**src/rtl/step_pulse_pkg.sv**
```systemverilog
// Shared definitions for the step pulse generator: run-state encoding,
// control-register bit positions and default timing parameters.
package step_pulse_pkg;

    typedef enum logic [1:0] {
        IDLE   = 2'd0,
        MOVE   = 2'd1,
        MOVE_N = 2'd2,
        AUTO   = 2'd3
    } regime_t;

    localparam int CR_START   = 0;
    localparam int CR_START_N = 1;
    localparam int CR_STOP    = 2;
    localparam int CR_AUTO    = 3;
    localparam int CR_DIR     = 4;
    localparam int CR_INVERT  = 5;

    localparam int DEF_MIN_PERIOD = 4;
    localparam int DEF_DUTY_SHIFT = 2;

endpackage

```
**src/rtl/step_period_timer.sv**
```systemverilog
// Period counter for the step generator: clamps the period, produces the duty
// window, the wrap flag and the pause/emit qualifiers for the first cycle of a period.
module step_period_timer
    import step_pulse_pkg::*;
#(
    parameter int SIZE       = 16,
    parameter int NUM_PERIOD = 2000,
    parameter int DUTY_SHIFT = DEF_DUTY_SHIFT,
    parameter int MIN_PERIOD = DEF_MIN_PERIOD
) (
    input  logic            clk,
    input  logic            rst,
    input  logic            run,
    input  logic            en,
    input  logic [SIZE-1:0] period,
    output logic            step,
    output logic            wrap,
    output logic            hold,
    output logic            emit
);
    localparam logic [SIZE-1:0] MIN_P = SIZE'(MIN_PERIOD);
    localparam logic [SIZE-1:0] ONE   = SIZE'(1);

    logic [SIZE-1:0] cnt;
    logic [SIZE-1:0] active;
    logic [SIZE-1:0] p_clamped;
    logic [SIZE-1:0] p_last;
    logic [SIZE-1:0] high;

    assign p_clamped = (active < MIN_P) ? MIN_P : active;
    assign p_last    = p_clamped - ONE;

    always_comb begin
        high = p_clamped >> DUTY_SHIFT;
        if (high == '0) begin
            high = ONE;
        end
    end

    // A disabled driver freezes the timer only at the start of a period,
    // so a pulse already in progress always runs to completion.
    assign hold = run & (cnt == '0) & ~en;
    assign wrap = run & (cnt == p_last);
    assign emit = run & ~hold & (cnt == '0);
    assign step = run & ~hold & (cnt < high);

    always_ff @(posedge clk or negedge rst) begin
        if (!rst) begin
            cnt    <= '0;
            active <= SIZE'(NUM_PERIOD);
        end else if (!run) begin
            cnt    <= '0;
            active <= period;
        end else if (hold) begin
            cnt <= '0;
        end else if (wrap) begin
            cnt    <= '0;
            active <= period;
        end else begin
            cnt <= cnt + ONE;
        end
    end

endmodule

```
**src/rtl/step_pulse_gen.sv**
```systemverilog
// Step/direction pulse generator: command decode, run-state FSM, MOVE_N pulse
// accounting and registered driver outputs around a shared period timer.
module step_pulse_gen
    import step_pulse_pkg::*;
#(
    parameter int SIZE       = 16,
    parameter int NUM_PERIOD = 2000,
    parameter int DUTY_SHIFT = DEF_DUTY_SHIFT,
    parameter int MIN_PERIOD = DEF_MIN_PERIOD
) (
    input  logic            clk,
    input  logic            rst,
    input  logic [7:0]      cr,
    input  logic            d_v,
    input  logic [SIZE-1:0] n,
    input  logic [SIZE-1:0] n_pulses,
    input  logic            drv_en_SM,
    output logic            drv_pulse,
    output logic            drv_dir,
    output logic            busy,
    output logic            done,
    output logic [SIZE-1:0] pulses_left,
    output logic [1:0]      regime
);
    localparam logic [SIZE-1:0] FIXED_PERIOD = SIZE'(NUM_PERIOD);
    localparam logic [SIZE-1:0] ONE          = SIZE'(1);

    logic [1:0]      rst_pipe;
    logic            rst_sync;
    logic [4:0]      cr_q;
    logic [1:0]      cr_prev;
    logic            armed;
    logic            start_rise;
    logic            start_n_rise;
    logic            stop_lvl;
    logic            auto_lvl;
    logic            unused_cr;
    logic [SIZE-1:0] shadow;
    logic [SIZE-1:0] period_src;
    regime_t         state;
    logic            run;
    logic            step;
    logic            wrap;
    logic            hold;
    logic            emit;
    logic            finish;

    // Assert asynchronously, release two clocks after rst rises.
    always_ff @(posedge clk or negedge rst) begin
        if (!rst) begin
            rst_pipe <= 2'b00;
        end else begin
            rst_pipe <= {rst_pipe[0], 1'b1};
        end
    end
    assign rst_sync = rst_pipe[1];

    // The first clock after reset seeds the edge history from the live
    // inputs, so a start level held through reset is not seen as an edge.
    always_ff @(posedge clk or negedge rst_sync) begin
        if (!rst_sync) begin
            cr_q    <= '0;
            cr_prev <= '0;
            armed   <= 1'b0;
        end else begin
            cr_q    <= cr[4:0];
            cr_prev <= armed ? cr_q[1:0] : cr[1:0];
            armed   <= 1'b1;
        end
    end

    assign start_rise   = cr_q[CR_START] & ~cr_prev[CR_START];
    assign start_n_rise = cr_q[CR_START_N] & ~cr_prev[CR_START_N];
    assign stop_lvl     = cr_q[CR_STOP];
    assign auto_lvl     = cr_q[CR_AUTO];
    assign unused_cr    = ^cr[7:6];

    always_ff @(posedge clk or negedge rst_sync) begin
        if (!rst_sync) begin
            shadow <= FIXED_PERIOD;
        end else if (d_v) begin
            shadow <= n;
        end
    end

    assign run        = (state != IDLE);
    assign period_src = ((state == AUTO) || ((state == IDLE) && auto_lvl)) ? shadow : FIXED_PERIOD;

    step_period_timer #(
        .SIZE       (SIZE),
        .NUM_PERIOD (NUM_PERIOD),
        .DUTY_SHIFT (DUTY_SHIFT),
        .MIN_PERIOD (MIN_PERIOD)
    ) u_timer (
        .clk    (clk),
        .rst    (rst_sync),
        .run    (run),
        .en     (drv_en_SM),
        .period (period_src),
        .step   (step),
        .wrap   (wrap),
        .hold   (hold),
        .emit   (emit)
    );

    // End of motion is taken only at a period boundary, except that a stop
    // during a driver pause ends the move at once.
    always_comb begin
        finish = 1'b0;
        case (state)
            MOVE:    finish = stop_lvl & (hold | wrap);
            MOVE_N:  finish = (stop_lvl & (hold | wrap)) | (wrap & (pulses_left == '0));
            AUTO:    finish = (stop_lvl & (hold | wrap)) | (wrap & ~auto_lvl);
            default: finish = 1'b0;
        endcase
    end

    always_ff @(posedge clk or negedge rst_sync) begin
        if (!rst_sync) begin
            state       <= IDLE;
            busy        <= 1'b0;
            done        <= 1'b0;
            drv_pulse   <= 1'b0;
            drv_dir     <= 1'b0;
            pulses_left <= '0;
        end else begin
            done      <= 1'b0;
            drv_pulse <= step ^ cr[CR_INVERT];
            if (state == IDLE) begin
                if (!stop_lvl) begin
                    if (auto_lvl) begin
                        state       <= AUTO;
                        busy        <= 1'b1;
                        drv_dir     <= cr_q[CR_DIR];
                        pulses_left <= '0;
                    end else if (start_rise) begin
                        state       <= MOVE;
                        busy        <= 1'b1;
                        drv_dir     <= cr_q[CR_DIR];
                        pulses_left <= '0;
                    end else if (start_n_rise) begin
                        if (n_pulses == '0) begin
                            done <= 1'b1;
                        end else begin
                            state       <= MOVE_N;
                            busy        <= 1'b1;
                            drv_dir     <= cr_q[CR_DIR];
                            pulses_left <= n_pulses;
                        end
                    end
                end
            end else if (finish) begin
                state <= IDLE;
                busy  <= 1'b0;
                done  <= 1'b1;
            end else if ((state == MOVE_N) && emit && (pulses_left != '0)) begin
                pulses_left <= pulses_left - ONE;
            end
        end
    end

    assign regime = state;

endmodule

```
**config.mk**
```make
export PLATFORM = sky130hd
export DESIGN_NAME = step_pulse_gen
export DESIGN_NICKNAME = d
export VERILOG_FILES = /design/src/rtl/step_pulse_pkg.sv /design/src/rtl/step_period_timer.sv /design/src/rtl/step_pulse_gen.sv
export SDC_FILE = /design/constraint.sdc
export NUM_CORES = 1
export LEC_CHECK = 0
export CAP_MARGIN = 20
export CORE_MARGIN = 1.5
export CORE_UTILIZATION = 50
export CTS_CLUSTER_SIZE = 40
export DETAILED_ROUTE_END_ITERATION = 16
export HOLD_SLACK_MARGIN = 0.02
export PLACE_DENSITY = 0.74
export SYNTH_ARGS = -nofsm -noshare
export SYNTH_HDL_FRONTEND = slang
export SYNTH_SLANG_ARGS = --single-unit
```
**constraint.sdc**
```tcl
create_clock -name clk -period 2.85 [get_ports clk]
set_input_delay 0.57 -clock clk [delete_from_list [all_inputs] [get_ports clk]]
set_output_delay 0.57 -clock clk [all_outputs]
set_load 0.05 [all_outputs]
```
* Word-level counts from Yosys, hierarchy flattened
Cells that the tools add are included.
** Storage, ports and cells
- Bits in writable memories :: 0
- Memories kept :: 0
- Word-level logic and storage cells :: 112
- Output and inout bits :: 22
- Bits in read-only memories :: 0
- Bits in latches :: 0
- Register bits after elaboration :: 80
** Cells by class
- Shift-type cells :: 0
- Magnitude comparators :: 2
- $add $sub $neg :: 3
- Equality and inequality tests :: 11
- Muxes and demuxes :: 44
- Reductions and logical operators :: 18
- Bitwise logic cells :: 21
- Multiply operators :: 0
- Div/mod/pow operators :: 0
** Operator list (number)
- $mux W16 :: 16
- $logic_not A16 Y1 :: 4
- $sub A16 B1 Y16 const B :: 2
- $mux W1 :: 18
- $add A16 B1 Y16 const B :: 1
- $eq A16 B16 Y1 :: 1
- $lt A16 B16 Y1 :: 1
- $lt A16 B3 Y1 const B :: 1
- $mux W2 :: 8
- $reduce_bool A16 Y1 :: 1
- $mux W14 :: 1
- $and A1 B1 Y1 :: 11
- $ne A4 B4 Y1 const B :: 2
- $reduce_and A4 Y1 :: 2
- $ne A2 B2 Y1 const B :: 3
- $not A1 Y1 :: 6
- $reduce_bool A2 Y1 :: 3
- $reduce_and A5 Y1 :: 1
- $eq A2 B2 Y1 const B :: 2
- $logic_and A1 B1 Y1 :: 3
- $ne A3 B3 Y1 const B :: 1
- $or A1 B1 Y1 :: 3
- $pmux W1 S3 :: 1
- $reduce_bool A3 Y1 :: 1
- other kinds (6) :: 6

* Depth between registers and ports, before layout
- Word-level depth :: 11
- Gate-level depth with buffers :: 14

* Hierarchy
A second synthesis with hierarchy kept.
** Unflattened totals
- Cell total of the unflattened synthesis :: 505
- Area, all modules :: 5026.1 um^2
** Modules (own cells, without submodules)
- step_pulse_gen :: cells each 236, sequential area each 1208.7 um^2, instances 1, area an instance 2531.2 um^2
- step_period_timer :: cells each 269, sequential area each 808.3 um^2, instances 1, area an instance 2494.9 um^2

* Least setup slack after synthesis
OpenSTA, ideal clock, no wires.
- Path kind :: register -> register
- Start point :: register u_timer.active[12]
- End point :: register u_timer.active[0]
- Cell stages (with the launch flop) :: 13
- Path slack :: -0.745 ns
- Arrival :: 3.470 ns
- Buffers on the path :: 0
- Period minus slack after synthesis :: 3.595 ns
- Required time :: 2.725 ns
- Library setup time :: 0.125 ns
- Cell sequence :: dfrtp_1 -> nor4_4 -> nand4_1 -> nand2_1 -> ha_1 -> nor2b_1 -> nand2_1 -> or3_2 -> a32o_1 -> nor4b_4 -> nand4b_4 -> o21ai_4 -> mux2_4
** On the way
- Word-level cells in the longest chain between the ends :: 7
** RTL lines
- start: declaration :: RTL line step_period_timer.sv:25 : logic [SIZE-1:0] active;
- start signal: assignment :: RTL line step_period_timer.sv:50 : active <= SIZE'(NUM_PERIOD);
- start signal: assignment :: RTL line step_period_timer.sv:53 : active <= period;
- start signal: assignment :: RTL line step_period_timer.sv:58 : active <= period;
- $lt A16 B3 Y1 :: RTL line step_period_timer.sv:30 : assign p_clamped = (active < MIN_P) ? MIN_P : active;
- $mux W16 (*) :: RTL line step_period_timer.sv:30
- $sub A16 B1 Y16 (*) :: RTL line step_period_timer.sv:31 : assign p_last = p_clamped - ONE;
- $eq A16 B16 Y1 (*) :: RTL line step_period_timer.sv:43 : assign wrap = run & (cnt == p_last);
- $and A1 B1 Y1 (*) :: RTL line step_period_timer.sv:43
- $ne A2 B2 Y1 (no source line) (*)
- $reduce_and A2 Y1 (no source line) (*)
Mark *: on every way between the ends. The rest lies on a longest branch, timed or not.
A chain may end at the register's enable or synchronous reset.

* Worst setup path after layout
- Start point :: register u_timer.active[12]
- End point :: register u_timer.active[7]
Same word-level chain as after synthesis.

==> results.cfg <==
[cells_and_area]
final_cells = 769
fill_cells = 697
multi_input_area_sq_um = 2950
final_util = 0.723
design_area_sq_um = 6780
n_antenna_cell = 0
fin_nets = 696
ff_latch_area_sq_um = 2020
syn2layout_area_growth_pct = 38.8
layout-drive-gt1-share = 0.309

[floorplan]
core_area_sq_um = 9370
dieArea_sq_um = 10400
initial_core_util = 0.521
io_pins = 66
dieHeight_um = 102
chipWidth_um = 102
fp-row-count = 35

[worst_setup_path]
r2r-end = u_timer.active[7]$_DFFE_PN1P_
critPathSlowestCell = dfrtp_1
cp-end-kind = flip-flop
crit_buf_inv = 2
path_max_fanout = 6
crit_family = simple AND/OR/NAND/NOR gates
critical-path-max-stage-delay_ns = 0.43
r2r-start = u_timer.active[12]$_DFFE_PN0P_
regToRegSetupSlack_ns = -0.58
crit_path_frequent_cell = buf_12
cp.arrival_ns = 3.72
ff2ff_path_depth = 14
worst_setup_path_start_kind = flip-flop
path_cells = nor4_4 > nand4_1 > nand2_1 > ha_2 > nor2b_4 > nand2_2 > or3_4 > a32o_2 > nor4b_4 > nand4b_4 > o21ai_4 > buf_12 > buf_12 > mux2i_1
setup.worst_path.class = reg -> reg
worst_ep_required_time_ns = 3.14

[pwr]
p_total_mw = 6.37
p_per_area_nw_per_um2 = 941
ir_drop_uv = 848
p_leak_nw = 2.88

[yosys]
synth_most_common_cell = dfrtp_1
synth_area_leaders = dfrtp_1, dfstp_2, mux2_2
ys_seq_area_frac = 0.413
synthArstFlopShare = 1.00
yosysTopAreaCell = dfrtp_1
synth_cell_type_count = 77
synth_seq_cells = 80
syn_inst = 498
ys_warn_count = 0
yosys-top-cells-count = dfrtp_1, nor2_1, o21ai_0, a21oi_1, inv_1
yosysTopAreaCellShare = 0.349
synth_ff_type = dfrtp_1
syn_area_per_cell_sq_um = 9.80
synth_area_sq_um = 4880
synth_edf_count = 0

[detailed_routing]
dr_total_vias = 4457
drt-wirelength-per-cell_um = 17.7
drt_iter0_drc = 253
antenna_left = 0
viasPerCell = 5.80
routed_wl_um = 13600
drc_errors = 0
drt_pass1_iterations = 5

[grt]
grt_max_degree = 79
grt_pass1_wl_um = 21100
grt_pass1_vias = 4459
track_usage = 0.259
antenna_found_initial = 0
overflow = 0

[sta]
fin_tns_setup_ns = -24.84
rsz0062_at_grt = yes
slew_violations = 0
skew_ns = 0.0124
hold_ws_ns = 0.148
hold_viol = 0
slew_headroom = 0.527
min_period_over_period = 1.20
tightestPinTransition_ns = 0.707
fin_ws_ns = -0.576
finalWorstPathRequiredPeriod_ns = 3.43
finalSetupViolCount = 52
fmax_mhz = 292

[place]
placed_cells = 730
place_area_sq_um = 6050
port_buffers = 63
gp_congestion = 0.895
preCtsSetupSlack_ns = -0.575
dp.final_hpwl_um = 8970

[clock_network]
cts_buffer_depth = 2
clock_sinks = 80
clk_latency_ns = 0.37
cts_htree_levels = 3
clk_pin_slew_ns = 0.10
cts_buffers = 9
cts_hold_buffers = 0
cts-root-buf = clkbuf_8
cts_tree = yes

[min_path]
hold_class = reg -> async

[run_status]
violations = setup timing
status = finished, violations left

[run]
max_cap_viol_count = 0
layout make-up:
class                      instances  share of cell area
clock inverter                     7             0.00997
sequential                        80               0.298
multi-input combinational        373               0.435
tap                              129              0.0238
timing repair buffer             143               0.199
clock buffer                       9              0.0183
inverter                          28              0.0155
kinds of logic (layout without fill, tap and decap cells):
kind of cell,after synthesis,in the layout,share of synthesized area
AO/OA/AOI/OAI,101,101,0.135
buffers and inverters,46,187,0.0448
multiplexers,38,38,0.0861
flip-flops,80,80,0.413
XOR/XNOR,30,30,0.0538
AND/OR/NAND/NOR,185,185,0.223
other,1,2,0.000768
adder cells (fa/ha/maj),17,17,0.0436
power by group:
group | switching (mW) | internal, mW
Clock | 0.501 | 0.344
Sequential | 0.289 | 1.44
Combinational | 2.18 | 1.62
Total | 2.97 | 3.41
registers in the layout, indices dropped and copies added, names as in the netlist:
signal,count
u_timer.active,16
rst_pipe,2
busy,1
drv_dir,1
shadow,16
armed,1
regime,2
drv_pulse,1
u_timer.cnt,16
cr_q,5
pulses_left,16
done,1
cr_prev,2
placed cells by master (no fill, tap or decap), drive strengths merged, types with 12 or more instances in the layout:
cell type,count
nor2,54
nand3,16
a21oi,29
dfstp,12
mux2i,15
clkdlybuf4s50,63
nor4,17
inv,34
xnor2,15
nand2,18
xor2,15
o21ai,33
buf,79
ha,17
mux2,23
dfrtp,68
metal layers:
layer  up-vias  share of wire  track usage
li1       2080              -            -
met1      2194           0.43        0.339
met2       151           0.50        0.433
met3        32          0.048       0.0527
met4         0          0.017       0.0811
met5         -              0            0
worst max path at each step:
stage,startpoint,depth (start not counted),slack [ns],to
after floorplan,u_timer.active[13]$_DFFE_PN0P_,12,-0.55,u_timer.active[0]$_DFFE_PN0P_
after CTS,u_timer.active[13]$_DFFE_PN0P_,13,-0.53,pulses_left[8]$_DFFE_PN0P_
after global placement,u_timer.active[15]$_DFFE_PN0P_,13,-0.44,u_timer.active[13]$_DFFE_PN0P_
final,u_timer.active[12]$_DFFE_PN0P_,14,-0.58,u_timer.active[7]$_DFFE_PN1P_
after detailed placement,u_timer.active[15]$_DFFE_PN0P_,13,-0.58,u_timer.active[14]$_DFFE_PN0P_
after global routing,u_timer.active[12]$_DFFE_PN0P_,14,-0.72,u_timer.active[8]$_DFFE_PN1P_
what timing repair did:
action,CTS,global route
resized for setup,11,92
gates cloned,2,2
endpoints found under the setup margin,52,52
buffers inserted,11,9
pin swaps,7,43
endpoints found under the hold margin,0,0
No activity file was read; power rests on OpenSTA's default activity.
